[config.mk]
export PLATFORM = sky130hd
export DESIGN_NAME = load_store_unit
export DESIGN_NICKNAME = d
export VERILOG_FILES = /design/src/rtl/load_store_unit.sv
export SDC_FILE = /design/constraint.sdc
export NUM_CORES = 1
export LEC_CHECK = 0
export ABC_AREA = 1
export CORE_MARGIN = 5
export CORE_UTILIZATION = 46
export DETAILED_ROUTE_END_ITERATION = 6
export GPL_TIMING_DRIVEN = 1
export PLACE_DENSITY = 0.87
export REMOVE_ABC_BUFFERS = 1
export SYNTH_ARGS = -nofsm -noshare
export SYNTH_HDL_FRONTEND = slang
export SYNTH_SLANG_ARGS = --single-unit
[constraint.sdc]
create_clock -name clk -period 2.2 [get_ports clk]
set_input_delay 0.44 -clock clk [delete_from_list [all_inputs] [get_ports clk]]
set_output_delay 0.44 -clock clk [all_outputs]
set_load 0.01 [all_outputs]
[src/rtl/load_store_unit.sv]
// load_store_unit: CPU load/store unit with alignment checks, lane steering, load extension and bus timeout
module load_store_unit #(
  parameter int DATA_WIDTH = 32,
  parameter int ADDR_WIDTH = 32,
  parameter int TIMEOUT    = 16
) (
  input  logic                    clk,
  input  logic                    rst,
  input  logic                    req_valid,
  output logic                    req_ready,
  input  logic                    req_we,
  input  logic [2:0]              req_size,
  input  logic [ADDR_WIDTH-1:0]   req_addr,
  input  logic [DATA_WIDTH-1:0]   req_wdata,
  output logic                    resp_valid,
  output logic [DATA_WIDTH-1:0]   resp_rdata,
  output logic                    resp_err,
  output logic                    busy,
  output logic                    mem_valid,
  input  logic                    mem_ready,
  output logic                    mem_we,
  output logic [ADDR_WIDTH-1:0]   mem_addr,
  output logic [DATA_WIDTH/8-1:0] mem_be,
  output logic [DATA_WIDTH-1:0]   mem_wdata,
  input  logic                    mem_rvalid,
  input  logic [DATA_WIDTH-1:0]   mem_rdata
);
  localparam int NB = DATA_WIDTH / 8;
  localparam int OW = $clog2(NB);
  localparam int CW = $clog2(TIMEOUT + 1);
  typedef enum logic [1:0] {IDLE, REQ, WAIT, RESP} state_t;
  state_t                state_q, state_d;
  logic                  we_q, we_d, err_q, err_d;
  logic [2:0]            size_q, size_d;
  logic [ADDR_WIDTH-1:0] addr_q, addr_d;
  logic [DATA_WIDTH-1:0] wdata_q, wdata_d, rdata_q, rdata_d;
  logic [CW-1:0]         cnt_q, cnt_d;
  logic                  misaligned, illegal;
  logic [OW-1:0]         off;
  logic [NB-1:0]         size_mask;
  logic [DATA_WIDTH-1:0] shifted, load_fmt;
  assign misaligned = req_size[1:0] == 2'd0 ? 1'b0 :
                      req_size[1:0] == 2'd1 ? req_addr[0] :
                      req_size[1:0] == 2'd2 ? |req_addr[1:0] : |req_addr[2:0];
  assign illegal = req_size == 3'b111 || misaligned ||
                   (DATA_WIDTH == 32 && (req_size == 3'b011 || req_size == 3'b110));
  assign off       = addr_q[OW-1:0];
  assign size_mask = NB'(size_q[1:0] == 2'd0 ? 8'h01 : size_q[1:0] == 2'd1 ? 8'h03 :
                         size_q[1:0] == 2'd2 ? 8'h0F : 8'hFF);
  assign shifted   = mem_rdata >> {off, 3'b000};
  assign load_fmt  = size_q == 3'b000 ? DATA_WIDTH'($signed(shifted[7:0])) :
                     size_q == 3'b100 ? DATA_WIDTH'(shifted[7:0]) :
                     size_q == 3'b001 ? DATA_WIDTH'($signed(shifted[15:0])) :
                     size_q == 3'b101 ? DATA_WIDTH'(shifted[15:0]) :
                     size_q == 3'b010 ? DATA_WIDTH'($signed(shifted[31:0])) :
                     size_q == 3'b110 ? DATA_WIDTH'(shifted[31:0]) : shifted;
  assign req_ready  = state_q == IDLE;
  assign busy       = state_q != IDLE;
  assign mem_valid  = state_q == REQ;
  assign mem_we     = mem_valid & we_q;
  assign mem_addr   = mem_valid ? {addr_q[ADDR_WIDTH-1:OW], OW'(0)} : '0;
  assign mem_be     = mem_valid ? size_mask << off : '0;
  assign mem_wdata  = !mem_valid ? '0 :
                      size_q[1:0] == 2'd0 ? {NB{wdata_q[7:0]}} :
                      size_q[1:0] == 2'd1 ? {(NB/2){wdata_q[15:0]}} :
                      size_q[1:0] == 2'd2 ? {(NB/4){wdata_q[31:0]}} : wdata_q;
  assign resp_valid = state_q == RESP;
  assign resp_rdata = resp_valid ? rdata_q : '0;
  assign resp_err   = resp_valid & err_q;
  // Next-state: accept/reject in IDLE, bus handshake in REQ, data or timeout in WAIT
  always_comb begin
    state_d = state_q;
    we_d    = we_q;
    size_d  = size_q;
    addr_d  = addr_q;
    wdata_d = wdata_q;
    cnt_d   = cnt_q;
    rdata_d = rdata_q;
    err_d   = err_q;
    case (state_q)
      IDLE: if (req_valid) begin
        we_d    = req_we;
        size_d  = req_size;
        addr_d  = req_addr;
        wdata_d = req_wdata;
        err_d   = illegal;
        rdata_d = '0;
        cnt_d   = '0;
        state_d = illegal ? RESP : REQ;
      end
      REQ: if (mem_ready) begin
        cnt_d   = '0;
        state_d = we_q ? RESP : WAIT;
      end
      WAIT: if (mem_rvalid) begin
        rdata_d = load_fmt;
        state_d = RESP;
      end else begin
        cnt_d = cnt_q + 1'b1;
        if (cnt_q == CW'(TIMEOUT - 1)) begin
          err_d   = 1'b1;
          rdata_d = '0;
          state_d = RESP;
        end
      end
      RESP: state_d = IDLE;
    endcase
  end
  // State and latched request registers; reset abandons any access in flight
  always_ff @(posedge clk or negedge rst) begin
    if (!rst) begin
      state_q <= IDLE;
      we_q    <= 1'b0;
      size_q  <= '0;
      addr_q  <= '0;
      wdata_q <= '0;
      cnt_q   <= '0;
      rdata_q <= '0;
      err_q   <= 1'b0;
    end else begin
      state_q <= state_d;
      we_q    <= we_d;
      size_q  <= size_d;
      addr_q  <= addr_d;
      wdata_q <= wdata_d;
      cnt_q   <= cnt_d;
      rdata_q <= rdata_d;
      err_q   <= err_d;
    end
  end
endmodule

==> flow_metrics.tcl, run 1 <==
set metrics [dict create \
    rsz0062_at_grt "yes" \
    die_w_um 126.5 \
    cp_data_required_time_ns 1.76 \
    grt_pass1_wl_um 30840 \
    max_slew_margin_pct 64.45 \
    dp_cells 1193 \
    rows 42 \
    r2r_end "rdata_q[26]" \
    synth_xor_area_share_pct 0 \
    die_area_um2 16000 \
    final_nets 1147 \
    powerDensity_nw_per_um2 1315 \
    dpl.hpwl_um 14510 \
    finalHoldViolCount 0 \
    detail_route.wl_per_cell_um 15.92 \
    syn_inst 818 \
    yosysSeqAreaShare_pct 43.30 \
    seqCellArea_um2 2704 \
    yosys_warnings 0 \
    wl_um 19350 \
    critPathArrivalTime_ns 1.74 \
    tightest_slew_ns 0.5320 \
    cap_viol_max_count 0 \
    status "finished, final reports clean" \
    drc 0 \
    cts_tree "done" \
    dieHeight_um 126.5 \
    synth_edf_count 0 \
    drive_gt1_share_pct 17.71 \
    numCtsBuffers 9 \
    setup_tns_ns 0 \
    grt_pass1_vias 6154 \
    hold_class "in2async" \
    regToRegSetupSlack_ns 0.34 \
    synth_cell_type_count 32 \
    ys_ff_latch 108 \
    n_antenna_cell 0 \
    drtIter0Drc 573 \
    drtPass1Iterations 5 \
    synth_fa_ha_area_share_pct 1.604 \
    setup_viol 0 \
    startpoint_type "flop" \
    gr-total-overflow 0 \
    fin_cells 1215 \
    finalCriticalPeriod_ns 2.185 \
    muxShareOfSynthArea_pct 11.00 \
    io_pins 211 \
    antenna_found_initial 0 \
    syn_avg_cell_area_um2 7.631 \
    synth_top_family_by_area "simple AND/OR/NAND/NOR gates" \
    start_util_pct 46.95 \
    core-area_um2 13300 \
    peakVddDrop_v 0.0007120 \
    yosys.area_share.simple_pct 25.08 \
    area_growth_pct 43.84 \
    min_period_over_period_pct 99.30 \
    gp_congestion 0.9073 \
    vias_per_cell 5.053 \
    ys.flop_type "dfrtp_1" \
    final_common_cell "nand2_1" \
    fillers 1101 \
    fmax_mhz 457.7 \
    drv_slew 0 \
    port-buffer-count 208 \
    h-tree-depth 3 \
    syn-cell-area_um2 6242 \
    vias 6139 \
    fin_skew_ns 0.008607 \
    pre_cts_slack_ns -0.001482 \
    p_leak_nw 5.169 \
    worst_setup_hold_path_clk_slew_ns 0.07 \
    layout_common_cells "288 x nand2_1, 112 x inv_1, 107 x dfrtp_1" \
    worst_setup_path_end_kind "output pin" \
    crit_type "reg2out" \
    p_total_mw 11.80 \
    clock-sinks 108 \
    grtUsageTotal_pct 24.05 \
    setup_slack_ns 0.01533 \
    clockBufferDepth 2 \
    cts-root-buf "clkbuf_16" \
    grt_start_max_net_pins 63 \
    ff2ff_path_depth 9 \
    ant_nets 0 \
    path_max_fanout 13 \
    clk_latency_ns 0.36 \
    r2r_start "addr_q[1]" \
    synth_compound_area_share_pct 7.617 \
    multi_input_area_um2 2920 \
    async_reset_ff_share_pct 100.0 \
]
-- synth_stat cells (5+ instances only) --
| master | number | area [um2] |
|---|---|---|
| buf_6 | 5 | 56.30 |
| a31oi_1 | 8 | 50.05 |
| dfrtp_1 | 108 | 2703 |
| mux2_2 | 61 | 686.9 |
| o21ai_0 | 42 | 210.2 |
| inv_1 | 114 | 427.9 |
| buf_2 | 18 | 90.09 |
| nor2_1 | 26 | 97.59 |
| clkbuf_1 | 16 | 60.06 |
| ha_1 | 8 | 100.1 |
| nand2_1 | 292 | 1096 |
| nand3_1 | 52 | 260.3 |
| inv_2 | 5 | 18.77 |
| a21oi_1 | 35 | 175.2 |
-- sequential cells by signal, indices dropped and copies added, names as in the netlist --
signal	cells
rdata_q	32
cnt_q	5
addr_q	32
size_q	3
state_q	2
we_q	1
err_q	1
wdata_q	32
-- through the flow --
step           instance area (um2)  util [%]  hold WS [ns]
2_1_floorplan                 5995         -        0.1444
3_3_place_gp                  8707     65.49        0.2580
3_5_place_dp                  8707     65.49        0.2588
4_1_cts                       9055     68.11        0.4208
5_1_grt                       8979     67.53        0.4371
6_report                      8979     67.53        0.4371
-- cells by family (layout without fill, tap and decap cells) --
kind of cell             count (synthesis)  after routing
adder cells (fa/ha/maj)                  8              8
AO/OA/AOI/OAI                           91             91
buffers and inverters                  168            388
other                                    1              2
flip-flops                             108            108
multiplexers                            61             61
AND/OR/NAND/NOR                        381            381
-- layout make-up --
class                           count  share of cell area, %
Sequential cell                   108                  30.11
Clock inverter                      5                 0.6828
Timing Repair Buffer              251                  26.42
Multi-Input combinational cell    543                  32.53
Clock buffer                       11                  2.703
Inverter                          121                  5.100
Tap cell                          176                  2.453
-- how the worst max path moves through the flow --
| stage | slack, ns | from | end |
|---|---|---|---|
| CTS | -0.03 | state_q[1] | mem_be[2] |
| global route | -0.08 | state_q[1] | mem_wdata[1] |
| global placement | 0.01 | state_q[1] | mem_be[2] |
| finish | 0.02 | state_q[0] | mem_wdata[1] |
| floorplan | -0.88 | state_q[1] | mem_be[2] |
| detailed placement | -0.001 | state_q[1] | mem_be[2] |
-- report_power, final --
group,switching [mW],internal (mW)
Clock,0.759,0.917
Sequential,0.601,2.86
Combinational,3.69,2.98
-- critical path, cell delays in order (launching register included) --
cell	delay [ns]
dfrtp_1	0.38
buf_4	0.14
ha_4	0.18
buf_12	0.15
buf_4	0.16
nand2_1	0.07
inv_1	0.04
dlygate4sd2_1	0.27
-- per-layer routing --
layer	wire (um)	part of all wire (%)	GRT usage, %
met1	7175	37	26.92
met2	9359	48	40.91
met3	2307	12	9.920
met4	505	2.6	9.274
met5	0	0	0
-- timing repair --
action / 4_1_cts / 5_1_grt
setup endpoints to repair: 104 / 65
gates resized for setup: 172 / 44
setup buffers: 4 / 1
gates cloned: 1 / 0
hold endpoints to repair: 3 / 0
hold buffers: 1 / 0
pin swaps: 0 / 2
Power figures use the tool's default switching activity.
==> run 2, diff against run 1 <==
--- a/config.mk
+++ b/config.mk
@@ -6,12 +6,14 @@
 export NUM_CORES = 1
 export LEC_CHECK = 0
 export ABC_AREA = 1
+export ABC_CLOCK_PERIOD_IN_PS = 2200
 export CORE_MARGIN = 5
 export CORE_UTILIZATION = 46
 export DETAILED_ROUTE_END_ITERATION = 6
 export GPL_TIMING_DRIVEN = 1
 export PLACE_DENSITY = 0.87
 export REMOVE_ABC_BUFFERS = 1
+export SKIP_LAST_GASP = 1
 export SYNTH_ARGS = -nofsm -noshare
 export SYNTH_HDL_FRONTEND = slang
 export SYNTH_SLANG_ARGS = --single-unit
==> run 2 against run 1 <==
Compared with the run above: via count up 0.52%; non-clock buffer count increased by 2; cell count rose by 0.16%; worst hold slack improved by 0.0020 ns; total power up 0.36%; die area unchanged; sequential power is essentially flat; sequential share of layout area decreased by 0.096 points; routed wire length increased by 0.36%; utilization rose by 0.22 points; global-route usage is the same.
==> flow_metrics.tcl, run 2 (same netlist as run 1, synthesis figures left out) <==
set metrics [dict create \
    status "finished, final reports clean" \
    max_stage_delay_ns 0.39 \
    path_max_fanout 18 \
    cap_viol_max_count 0 \
    gr-total-overflow 0 \
    finalInstanceArea_um2 9007 \
    die_area_um2 16000 \
    tightest_slew_ns 0.5374 \
    pre_cts_slack_ns -0.001482 \
    swShare_pct 42.62 \
    core-area_um2 13300 \
    wl_um 19420 \
    h-tree-depth 3 \
    startpoint "state_q[0]" \
    cts_tree "done" \
    regToRegSetupSlack_ns 0.22 \
    setup_viol 0 \
    dpl.hpwl_um 14510 \
    finalCriticalPeriod_ns 2.186 \
    cp_cell_sequence "buf_4 -> ha_4 -> buf_4 -> buf_12 -> nand2_1 -> inv_1 -> dlygate4sd2_1" \
    fin_skew_ns 0.007420 \
    clk_latency_ns 0.35 \
    ff2ff_path_depth 12 \
    crit_type "reg2out" \
    share_comb_of_total_power_pct 56.6 \
    drive_gt1_share_pct 17.58 \
    placed_cell_area_um2 8707 \
    cp.depth 7 \
    critical_path_buf_inv_count 5 \
    rows 42 \
    cp-endpoint "mem_addr[3]" \
    io_pins 211 \
    gp_congestion 0.9073 \
    antenna_found_initial 0 \
    top_regs "addr_q: 32 flops, rdata_q: 32 flops, wdata_q: 32 flops" \
    clkPwrFrac_pct 14.1 \
    grt_pass1_vias 6154 \
    final_nets 1149 \
    start_util_pct 46.95 \
    min_period_over_period_pct 99.34 \
    vias_per_cell 5.071 \
    peakVddDrop_v 0.0007094 \
    clock-sinks 108 \
    setup_tns_ns 0 \
    seqCellArea_um2 2704 \
    dp_cells 1193 \
    ant_nets 0 \
    worst_setup_path_end_kind "output pin" \
    port-buffer-count 208 \
    fin_cells 1217 \
    p_leak_nw 5.088 \
    dieHeight_um 126.5 \
    grt_start_max_net_pins 63 \
    critPathMostFrequentCell "buf_4" \
    p_total_mw 11.85 \
    powerDensity_nw_per_um2 1315 \
    pwr-share-seq_pct 29.2 \
    grt_pass1_wl_um 30840 \
    r2r_start "size_q[1]" \
    fillers 1085 \
    cp_data_required_time_ns 1.76 \
    finalHoldViolCount 0 \
    drv_slew 0 \
    drtIter0Drc 514 \
    p_int_mw 6.798 \
    critPathArrivalTime_ns 1.75 \
    layout_common_cells "291 x nand2_1, 111 x inv_1, 107 x dfrtp_1" \
    startpoint_type "flop" \
    worst_setup_hold_path_clk_slew_ns 0.07 \
    clockBufferDepth 2 \
    fmax_mhz 457.5 \
    hold_class "in2async" \
    detail_route.wl_per_cell_um 15.95 \
    n_antenna_cell 0 \
    die_w_um 126.5 \
    rsz0062_at_grt "yes" \
    p_sw_mw 5.050 \
    drc 0 \
    setup_slack_ns 0.01443 \
    cts-root-buf "clkbuf_16" \
    final_common_cell "nand2_1" \
    max_slew_margin_pct 64.09 \
    multi_input_area_um2 2908 \
    cp_slowest_cell "dfrtp_1" \
    grtUsageTotal_pct 24.05 \
    vias 6171 \
    cpLargestDelayFamily "buffers and inverters" \
    drtPass1Iterations 5 \
    numCtsBuffers 9 \
    area_growth_pct 44.30 \
    r2r_end "rdata_q[26]" \
]
run 2: layout make-up:
type | instances | share of cell area [%]
Tap cell | 176 | 2.445
Timing Repair Buffer | 253 | 26.77
Clock inverter | 5 | 0.6806
Sequential cell | 108 | 30.02
Multi-Input combinational cell | 543 | 32.28
Clock buffer | 11 | 2.695
Inverter | 121 | 5.112
run 2: how the worst min path moves through the flow:
stage / cells after the start / from / end / slack, ns
after floorplan: 0 / rst / addr_q[0] / 0.14
after global placement: 1 / rst / rdata_q[4] / 0.26
after detailed placement: 1 / rst / rdata_q[4] / 0.26
after CTS: 2 / rst / rdata_q[5] / 0.42
after global routing: 2 / rst / rdata_q[5] / 0.44
final: 2 / rst / rdata_q[5] / 0.44
run 2: what timing repair did:
action | in CTS | in global routing
buffers inserted | 4 | 2
endpoints found under the setup margin | 104 | 66
pin swaps | 0 | 2
hold buffers | 1 | 0
endpoints found under the hold margin | 3 | 0
gates cloned | 1 | 0
gates resized for setup | 149 | 84
run 2: power groups by stage:
stage | Combinational (mW) | Clock, mW | Sequential (mW)
3_5_place_dp | 6.71 | 0 | 3.48
3_3_place_gp | 6.54 | 0 | 3.43
5_1_grt | 7.40 | 1.79 | 3.56
6_report | 6.71 | 1.67 | 3.46
4_1_cts | 6.68 | 1.71 | 3.44
2_1_floorplan | 3.67 | 0 | 3.41
run 2: through the flow:
step / util (%) / hold WS, ns
global placement: 65.49 / 0.2580
finish: 67.75 / 0.4391
CTS: 68.06 / 0.4208
floorplan: - / 0.1444
detailed placement: 65.49 / 0.2588
global route: 67.75 / 0.4371
run 2: per-layer routing:
metal  vias up  track usage (%)  part of all wire, %
li1       2977                -                    -
met1      2866            26.89                   37
met2       296            40.94                   48
met3        32            9.920                   12
met4         0            9.274                  2.5
met5         -                0                    0
==> run 3, diff against run 2 <==
--- a/config.mk
+++ b/config.mk
@@ -10,8 +10,9 @@
 export CORE_MARGIN = 5
 export CORE_UTILIZATION = 46
 export DETAILED_ROUTE_END_ITERATION = 6
+export GPL_ROUTABILITY_DRIVEN = 0
 export GPL_TIMING_DRIVEN = 1
-export PLACE_DENSITY = 0.87
+export PLACE_DENSITY_LB_ADDON = 0.12
 export REMOVE_ABC_BUFFERS = 1
 export SKIP_LAST_GASP = 1
 export SYNTH_ARGS = -nofsm -noshare
==> run 3 against run 2 <==
Compared with the run above: global-route usage fell by 0.51 points; the flow now finishes with violations (negative setup slack); via count fell by 2.0%; total power fell by 1.8%; sequential share of layout area rose by 0.53 points; clock power barely moved; non-clock buffer count fell by 6; worst setup slack got worse by 0.042 ns; worst hold slack got worse by 0.37 ns; register-to-register slack improved by 0.02 ns; largest power group unchanged; critical path depth did not move; cell area fell by 1.8%; clock skew fell by 0.00065 ns.
==> flow_metrics.tcl, run 3 (same netlist as run 1, synthesis figures left out) <==
set metrics [dict create \
    worst_setup_path_end_kind "output pin" \
    critPathArrivalTime_ns 1.79 \
    tightest_slew_ns 0.5824 \
    numCtsBuffers 9 \
    violations "negative setup slack" \
    critical_path_buf_inv_count 5 \
    dieHeight_um 126.5 \
    clock-sinks 108 \
    fmax_mhz 448.8 \
    grtUsageTotal_pct 23.55 \
    p_leak_nw 5.122 \
    cp_data_required_time_ns 1.76 \
    gr-total-overflow 0 \
    powerDensity_nw_per_um2 1315 \
    wl_um 18870 \
    dpl.hpwl_um 13430 \
    die_w_um 126.5 \
    top_regs "addr_q: 32 flops, rdata_q: 32 flops, wdata_q: 32 flops" \
    io_pins 211 \
    rsz0062_at_grt "yes" \
    max_slew_margin_pct 61.17 \
    cap_viol_max_count 0 \
    crit_type "reg2out" \
    cp_cell_sequence "inv_2 -> ha_4 -> buf_4 -> clkinvlp_4 -> buf_8 -> a21oi_1 -> dlygate4sd2_1" \
    setup_slack_ns -0.02795 \
    fillers 1226 \
    cp_slowest_cell "dfrtp_1" \
    vias_per_cell 4.996 \
    fin_hold_ws_ns 0.06866 \
    drtIter0Drc 561 \
    grt_start_max_net_pins 43 \
    rows 42 \
    antenna_found_initial 1 \
    finalCriticalPeriod_ns 2.228 \
    h-tree-depth 3 \
    regToRegSetupSlack_ns 0.24 \
    drtPass1Iterations 6 \
    cts-root-buf "clkbuf_16" \
    die_area_um2 16000 \
    worst_setup_hold_path_clk_slew_ns 0.07 \
    start_util_pct 46.95 \
    hold_class "in2async" \
    vias 6050 \
    grt_pass1_vias 6124 \
    peakVddDrop_v 0.0007304 \
    finalHoldViolCount 0 \
    seqCellArea_um2 2703 \
    status "complete, but fails checks" \
    setup_tns_ns -0.05394 \
    drv_slew 0 \
    cpLargestDelayFamily "buffers and inverters" \
    drc 0 \
    startpoint_type "flop" \
    layout_common_cells "291 x nand2_1, 111 x inv_1, 108 x dfrtp_1" \
    grt_pass1_wl_um 30460 \
    final_nets 1143 \
    final_common_cell "nand2_1" \
    min_period_over_period_pct 101.3 \
    path_max_fanout 15 \
    area_growth_pct 41.71 \
    fin_skew_ns 0.006772 \
    port-buffer-count 208 \
    ant_nets 0 \
    detail_route.wl_per_cell_um 15.58 \
    cts_tree "done" \
    core-area_um2 13300 \
    cts_hold_buf 0 \
    setup_viol 2 \
    max_stage_delay_ns 0.39 \
    drive_gt1_share_pct 18.67 \
    multi_input_area_um2 2894 \
    clk_latency_ns 0.35 \
    clockBufferDepth 2 \
]
## run 3: report_power, final
group,leakage (nW),internal [mW],switching (mW)
Combinational,3.64,2.89,3.63
Clock,0.145,0.942,0.734
Sequential,1.34,2.86,0.568
Total,5.12,6.70,4.94
## run 3: per-layer routing
layer | GRT usage, % | vias up | part of all wire, %
li1 | - | 2957 | -
met3 | 7.524 | 30 | 8.9
met5 | 0 | - | 0
met1 | 28.75 | 2842 | 41
met4 | 8.013 | 0 | 2.2
met2 | 39.41 | 221 | 48
## run 3: layout make-up
cell class | instances | share of cell area (%)
timing repair buffer | 247 | 25.59
antenna | 1 | 0.02829
multi-input combinational | 543 | 32.72
inverter | 121 | 5.205
clock buffer | 12 | 2.900
tap | 176 | 2.489
sequential | 108 | 30.55
clock inverter | 3 | 0.5233
## run 3: path summary, 6_finish.rpt
kind                       startpoint            end  depth (start not counted)
setup reg to reg           state_q[0]    rdata_q[17]                         11
setup / recovery           state_q[1]  mem_wdata[11]                          7
max in group asynchronous         rst     addr_q[30]                          2
hold reg to reg            rdata_q[2]     rdata_q[2]                          2
min in group clk           rdata_q[2]     rdata_q[2]                          2
hold / removal                    rst       cnt_q[0]                          1
## run 3: metrics by stage
step                cells  cell area [um2]  power (mW)  setup WS (ns)  util (%)
floorplan             772             5995       7.080        -0.8786         -
global placement     1185             8597       9.842        0.07462     64.66
detailed placement   1185             8597       9.945        0.01784     64.66
CTS                  1206             8932       11.60        -0.2009     67.18
global route         1211             8846       12.57        -0.1115     66.53
finish               1211             8846       11.63       -0.02795     66.53
## run 3: what timing repair did
item | 4_1_cts | 5_1_grt
pin swaps | 0 | 1
setup buffers | 4 | 2
cloned | 2 | 2
setup endpoints to repair | 104 | 72
resized for setup | 118 | 116
